===== config.mk =====
export PLATFORM = sky130hd
export DESIGN_NAME = uart_receiver
export DESIGN_NICKNAME = d
export VERILOG_FILES = /design/src/rtl/uart_receiver.sv
export SDC_FILE = /design/constraint.sdc
export NUM_CORES = 1
export LEC_CHECK = 0
export ABC_CLOCK_PERIOD_IN_PS = 2000
export CORE_ASPECT_RATIO = 1.25
export CORE_MARGIN = 8
export CORE_UTILIZATION = 35
export CTS_CLUSTER_DIAMETER = 40
export DETAILED_ROUTE_END_ITERATION = 7
export PLACE_DENSITY = 0.58
export SYNTH_ARGS = -nofsm -noshare
export SYNTH_HDL_FRONTEND = slang
export SYNTH_SLANG_ARGS = --single-unit

===== constraint.sdc =====
create_clock -name clk -period 2 [get_ports clk]
set_input_delay 0.6 -clock clk [delete_from_list [all_inputs] [get_ports clk]]
set_output_delay 0.6 -clock clk [all_outputs]
set_load 0.02 [all_outputs]

===== src/rtl/uart_receiver.sv =====
// uart_receiver: serial-to-parallel receiver for 8E1 frames sent MSB first.
// Frame: start(0), d7..d0, even parity, stop(1). Each bit is sampled at mid-period.
// Ports:
//   clk        - sole clock, rising edge
//   rst        - asynchronous active-high reset
//   data_in    - serial line, idles high, asynchronous to clk
//   data_out   - last received byte (held until the next completed frame)
//   rx_valid   - one-cycle strobe per completed frame, errored frames included
//   parity_err - parity mismatch on the last completed frame
//   frame_err  - stop bit sampled low on the last completed frame
//   rx_busy    - frame in progress or waiting for the line to return high
module uart_receiver #(
    parameter int unsigned CLKS_PER_BIT = 16
) (
    input  logic       clk,
    input  logic       rst,
    input  logic       data_in,
    output logic [7:0] data_out,
    output logic       rx_valid,
    output logic       parity_err,
    output logic       frame_err,
    output logic       rx_busy
);

    localparam int unsigned CNT_W = (CLKS_PER_BIT > 1) ? $clog2(CLKS_PER_BIT) : 1;
    localparam logic [CNT_W-1:0] HALF_LAST = CNT_W'(CLKS_PER_BIT / 2 - 1);
    localparam logic [CNT_W-1:0] BIT_LAST  = CNT_W'(CLKS_PER_BIT - 1);

    typedef enum logic [2:0] {
        S_IDLE,
        S_START,
        S_DATA,
        S_PARITY,
        S_STOP,
        S_DONE,
        S_WAIT_HIGH
    } state_t;

    state_t           state_q, state_d;
    logic             sync1_q, rx_s;
    logic [CNT_W-1:0] cnt_q;
    logic [2:0]       idx_q;
    logic [7:0]       shift_q;
    logic             perr_q;
    logic             stop_q;

    logic half_end, bit_end;
    logic cnt_clr, shift_en, par_en, stop_en, commit;

    assign half_end = (cnt_q == HALF_LAST);
    assign bit_end  = (cnt_q == BIT_LAST);

    // Two-flop synchroniser; resets to the idle (high) line level.
    always_ff @(posedge clk or posedge rst) begin
        if (rst) begin
            sync1_q <= 1'b1;
            rx_s    <= 1'b1;
        end else begin
            sync1_q <= data_in;
            rx_s    <= sync1_q;
        end
    end

    // State register.
    always_ff @(posedge clk or posedge rst) begin
        if (rst) state_q <= S_IDLE;
        else     state_q <= state_d;
    end

    // Next-state logic.
    always_comb begin
        state_d = state_q;
        case (state_q)
            S_IDLE:      if (!rx_s) state_d = S_START;
            S_START:     if (half_end) state_d = rx_s ? S_IDLE : S_DATA;
            S_DATA:      if (bit_end && (idx_q == 3'd7)) state_d = S_PARITY;
            S_PARITY:    if (bit_end) state_d = S_STOP;
            S_STOP:      if (bit_end) state_d = S_DONE;
            S_DONE:      state_d = stop_q ? S_IDLE : S_WAIT_HIGH;
            S_WAIT_HIGH: if (rx_s) state_d = S_IDLE;
            default:     state_d = S_IDLE;
        endcase
    end

    // Datapath controls decoded from the current state.
    always_comb begin
        cnt_clr  = 1'b0;
        shift_en = 1'b0;
        par_en   = 1'b0;
        stop_en  = 1'b0;
        commit   = 1'b0;
        case (state_q)
            S_IDLE:   cnt_clr = 1'b1;
            S_START:  cnt_clr = half_end;
            S_DATA: begin
                shift_en = bit_end;
                cnt_clr  = bit_end;
            end
            S_PARITY: begin
                par_en  = bit_end;
                cnt_clr = bit_end;
            end
            S_STOP:   stop_en = bit_end;
            S_DONE:   commit  = 1'b1;
            default: ;
        endcase
    end

    // Bit-period counter, bit index and sample registers.
    always_ff @(posedge clk or posedge rst) begin
        if (rst) begin
            cnt_q   <= '0;
            idx_q   <= '0;
            shift_q <= '0;
            perr_q  <= 1'b0;
            stop_q  <= 1'b1;
        end else begin
            cnt_q <= cnt_clr ? '0 : cnt_q + CNT_W'(1);
            if (state_q != S_DATA) idx_q <= '0;
            else if (shift_en)     idx_q <= idx_q + 3'd1;
            if (shift_en) shift_q <= {shift_q[6:0], rx_s};
            if (par_en)   perr_q  <= rx_s ^ (^shift_q);
            if (stop_en)  stop_q  <= rx_s;
        end
    end

    // Registered outputs; busy lags the state by one cycle so it drops after the strobe.
    always_ff @(posedge clk or posedge rst) begin
        if (rst) begin
            data_out   <= 8'h00;
            rx_valid   <= 1'b0;
            parity_err <= 1'b0;
            frame_err  <= 1'b0;
            rx_busy    <= 1'b0;
        end else begin
            rx_valid <= commit;
            rx_busy  <= (state_q != S_IDLE);
            if (commit) begin
                data_out   <= shift_q;
                parity_err <= perr_q;
                frame_err  <= ~stop_q;
            end
        end
    end

endmodule

* Yosys cells after proc, flatten, opt, wreduce, memory -nomap -nowiden
Cells that the tools add are included.
** Operators by class
- Add/subtract/negate cells :: 2
- Equal/unequal tests :: 16
- Muxes and demuxes :: 17
- Bitwise logic cells :: 2
- Reduce and logical (&&, ||, !) cells :: 7
** Operators with widths (count)
- two-way mux 3 bit :: 9
- one-hot mux 3 bit (7 select lines) :: 1
- equality test 3 bit, second input constant :: 4
- inequality test 2 bit, second input constant :: 6
- XOR reduction 8 bit :: 1
- equality test 3 x 2 -> 1 bit, second input constant :: 2
- AND reduction 6 bit :: 1
- adder 4 x 1 -> 4 bit, second input constant :: 1
- equality test 4 x 3 -> 1 bit, second input constant :: 1
- equality test 4 bit, second input constant :: 1
- two-way mux 1 bit :: 4
- two-way mux 4 bit :: 1
- adder 3 x 1 -> 3 bit, second input constant :: 1
- equality test 3 x 1 -> 1 bit, second input constant :: 1
- zero test 3 bit :: 1
- inequality test 3 x 2 -> 1 bit, second input constant :: 1
- one-hot mux 1 bit (3 select lines) :: 1
- nonzero test 3 bit :: 1
- two-way mux 2 bit :: 1
- nonzero test 2 bit :: 1
- OR reduction 2 bit :: 1
- logical AND 1 bit :: 1
- inverter 1 bit :: 1
- XOR 1 bit :: 1
** Storage, ports and cells
- Bits in registers :: 34
- Bits of input ports :: 3
- Output and inout port bits :: 12
- Word-level logic and storage cells :: 57

* Longest topological paths before layout
- Word-level depth :: 4
- Mapped depth :: 6
- Gate-level depth less buffers :: 5

* Worst setup path after synthesis
No wires, ideal clock.
- Path type :: register -> register
- From :: register cnt_q[0]
- To :: register shift_q[0]
- Library setup time :: 0.125 ns
- Data arrival time :: 1.508 ns
- Data required time :: 1.875 ns
- Slack :: 0.367 ns
- Stages on the path, launching flop included :: 5
- Buffers on the path :: 0
- Period minus slack after synthesis :: 1.633 ns
- Cells stage by stage :: dfrtp_1 -> ha_1 -> nand3_4 -> nor4b_4 -> mux2_2
** Between the ends
- Word-level cells in the longest chain between the ends :: 2
** Ends and longest elaborated chain
- start: declaration :: line 41 : logic [CNT_W-1:0] cnt_q;
- start signal: assignment :: line 118 : cnt_q <= cnt_clr ? '0 : cnt_q + CNT_W'(1);
- equality test 4 bit :: line 51 : assign bit_end = (cnt_q == BIT_LAST);
- two-way mux 1 bit :: line 92 : case (state_q)
- end signal: assignment :: line 121 : if (shift_en) shift_q <= {shift_q[6:0], rx_s};
- end: declaration :: line 43 : logic [7:0] shift_q;
No other way between the ends.
A chain may end at the register's enable or synchronous reset.

* Worst setup path in the final report
- From :: register data_out[6]
- To :: output port data_out[6]
** RTL lines
- start: declaration :: line 18 : output logic [7:0] data_out,
- start signal: assignment :: line 139 : data_out <= shift_q;
No word-level cell between the ends.

==> flow_summary.yaml <==
run_status:
  outcome: "finished clean"
setup_path:
  worstPathMaxFanout: 2
  setup.worst_path.end_class: "output port"
  cp_slowest_cell: "clkdlybuf4s50_1"
  r2r_start: "cnt_q[0]$_DFF_PP0_"
  path_buf_inv: 1
  reg2reg_to: "shift_q[6]$_DFFE_PP0P_"
  slowest_delay_ns: 0.63
  reg2regPathDepth: 4
  path_class: "register to output port"
  worstPathArrival_ns: 1.25
  cpLargestDelayFamily: "buffers and inverters"
  r2r_setup_slack_ns: 0.18
  cp-start-kind: "register"
  crit_required_ns: 1.40
  cp_cell_sequence: "clkdlybuf4s50_1"
final_layout:
  fill_cells: 383
  diodes: 0
  postLayoutCoreUtil_pct: 44.5
  fin_nets: 144
  multi_input_area_um2: 622
  seq_area_um2: 855
  area_delta_synth_final_pct: 21.4
  layout-drive-gt1-share_pct: 27.3
floorplanning:
  rows: 26
  core-area_um2: 4130
  die_x_um: 74.8
  dieArea_um2: 6700
  io_pins: 15
  dieHeight_um: 89.5
  initial_core_util_pct: 36.6
hold_path:
  whs_endpoint: "rx_s$_DFF_PP1_"
  whs_path_depth: 0
  hp-class: "register to register"
  holdCritStartpoint: "sync1_q$_DFF_PP1_"
pwr:
  p_leak_nw: 0.852
  ir_drop_v: 0.000510
  powerDensity_nw_per_um2: 930
timing:
  fmax_ghz: 0.541
  worstMarginPinSlew_ns: 0.539
  timing.slew.headroom_pct: 63.9
  fin_setup_tns_ns: 0
  setup_viol: 0
  fin_crit_sh_pct: 92.5
  final_max_slew_viol_count: 0
  hold_viol: 0
  period_minus_slack_ns: 1.85
  fin_skew_ns: 0.00407
  rsz0062_at_grt: "false"
cts:
  clockBufferDepth: 2
  path_clk_slew_ns: 0.06
  h-tree-depth: 2
  cts_made_buffers: 5
  cts_tree: "done"
  post_cts_buffers: 0
  cts_num_sinks: 34
  cts_root_buf: "clkbuf_8"
  ctsResizeCount: 0
  worst_skew_pair.late_latency_ns: 0.28
  postCtsHoldBufs: 0
global_route:
  first_global_vias: 955
  track_usage_pct: 8.82
  grt_max_degree: 15
  antenna_found_initial: 0
  grt_pass1_wl_um: 4470
  grt_overflow: 0
synthesis:
  synth_edf_count: 0
  ys_top_cells_by_area: "dfrtp_1 51%, mux2_2 13%, dfstp_2 5.2%"
  netlist_area_um2: 1510
  synth-async-reset-ratio_pct: 100
  synth.distinct_cells: 30
  yosys_register_bits: 34
  syn_nets: 124
  synth_top_area_share_pct: 51.2
  yosysTopAreaCell: "dfrtp_1"
  seq_area_frac_synth_pct: 56.4
  avgSynthCellArea_um2: 12.8
  ys_warn_count: 0
  synthFlopType: "dfrtp_1"
  netlist_instances: 118
routing:
  vias: 922
  drt_iter0_drc: 25
  drtAntennaViolNets: 0
  viasPerCell: 4.73
  post_drt_wl_per_cell_um: 13.2
  drt-total-wl_um: 2580
  dr.pass1.iters: 4
  drc: 0
placed_design:
  place.gp.congestion: 0.765
  place_hpwl_um: 1940
  io_buffers: 14
job:
  drv_cap: 0
layout by cell type (no fill, tap or decap), drive strengths merged, types with 2 or more instances in the layout:
cell / instances
mux2i: 2
nor2: 11
xnor2: 7
buf: 4
o21ai: 4
clkdlybuf4s50: 14
mux2: 18
nand2: 7
ha: 3
xor2: 3
clkbuf: 8
dfrtp: 31
nor4b: 2
inv: 3
nor2b: 3
dfstp: 3
nand3: 4
state kept, by name (all words and copies together), names as in the netlist:
name and count:
stop_q 1, perr_q 1, rx_s 1, state_q 3, rx_busy 1, frame_err 1, sync1_q 1, cnt_q 4
shift_q 8, parity_err 1, idx_q 3, rx_valid 1, data_out 8
per-stage QoR:
step	instance area [µm²]	setup WS, ns	power [W]	hold WS [ns]	std cells
2_1_floorplan	1510	0.367	0.00108	0.345	118
3_3_place_gp	1730	0.239	0.00114	0.348	187
3_5_place_dp	1730	0.172	0.00115	0.350	187
4_1_cts	1840	0.127	0.00174	0.359	195
5_1_grt	1840	0.0532	0.00181	0.360	195
6_report	1840	0.150	0.00171	0.358	195
cells by family after synthesis:
group / count (synthesis) / share of synthesized area (%)
multiplexers: 20 / 14.7
adder cells (fa/ha/maj): 3 / 2.48
buffers and inverters: 8 / 2.48
AND/OR/NAND/NOR: 31 / 11.8
flip-flops: 34 / 56.4
AO/OA/AOI/OAI: 11 / 4.79
XOR/XNOR: 11 / 7.27
how the worst max path moves through the flow:
stage / startpoint / endpoint / slack (ns) / cells after the start
2_1_floorplan: cnt_q[0]$_DFF_PP0_ / shift_q[0]$_DFFE_PP0P_ / 0.37 / 4
3_3_place_gp: cnt_q[0]$_DFF_PP0_ / shift_q[6]$_DFFE_PP0P_ / 0.24 / 4
3_5_place_dp: cnt_q[0]$_DFF_PP0_ / shift_q[0]$_DFFE_PP0P_ / 0.17 / 4
4_1_cts: data_out[6]$_DFFE_PP0P_ / data_out[6] / 0.13 / 1
5_1_grt: cnt_q[0]$_DFF_PP0_ / shift_q[2]$_DFFE_PP0P_ / 0.05 / 4
6_report: data_out[6]$_DFFE_PP0P_ / data_out[6] / 0.15 / 1
per-layer routing:
| metal | vias up | wire, µm | GRT usage (%) |
|---|---|---|---|
| li1 | 444 | - | - |
| met1 | 459 | 1080 | 9.65 |
| met2 | 14 | 1340 | 14.5 |
| met3 | 5 | 114 | 3.70 |
| met4 | 0 | 38 | 3.75 |
| met5 | - | 0 | 0 |
power breakdown:
group          total, W  internal, W  switching (W)
clock          0.000575     0.000347       0.000228
sequential     0.000869     0.000757       0.000112
combinational  0.000266     0.000139       0.000128
area by class of cell:
cell class | count | area share [%]
sequential | 34 | 46.5
multi-input combinational | 76 | 33.8
timing repair buffer | 18 | 9.26
clock buffer | 8 | 5.99
tap | 56 | 3.81
inverter | 3 | 0.613
Yosys cell counts, drive strengths merged, types with 2 or more instances:
cell type  count
o21ai          4
nand3          4
inv            3
nand2          7
xor2           3
ha             3
xnor2          7
clkbuf         4
nor2          11
nor4b          2
mux2          18
dfstp          3
nor2b          3
dfrtp         31
mux2i          2
Power figures use the tool's default switching activity.
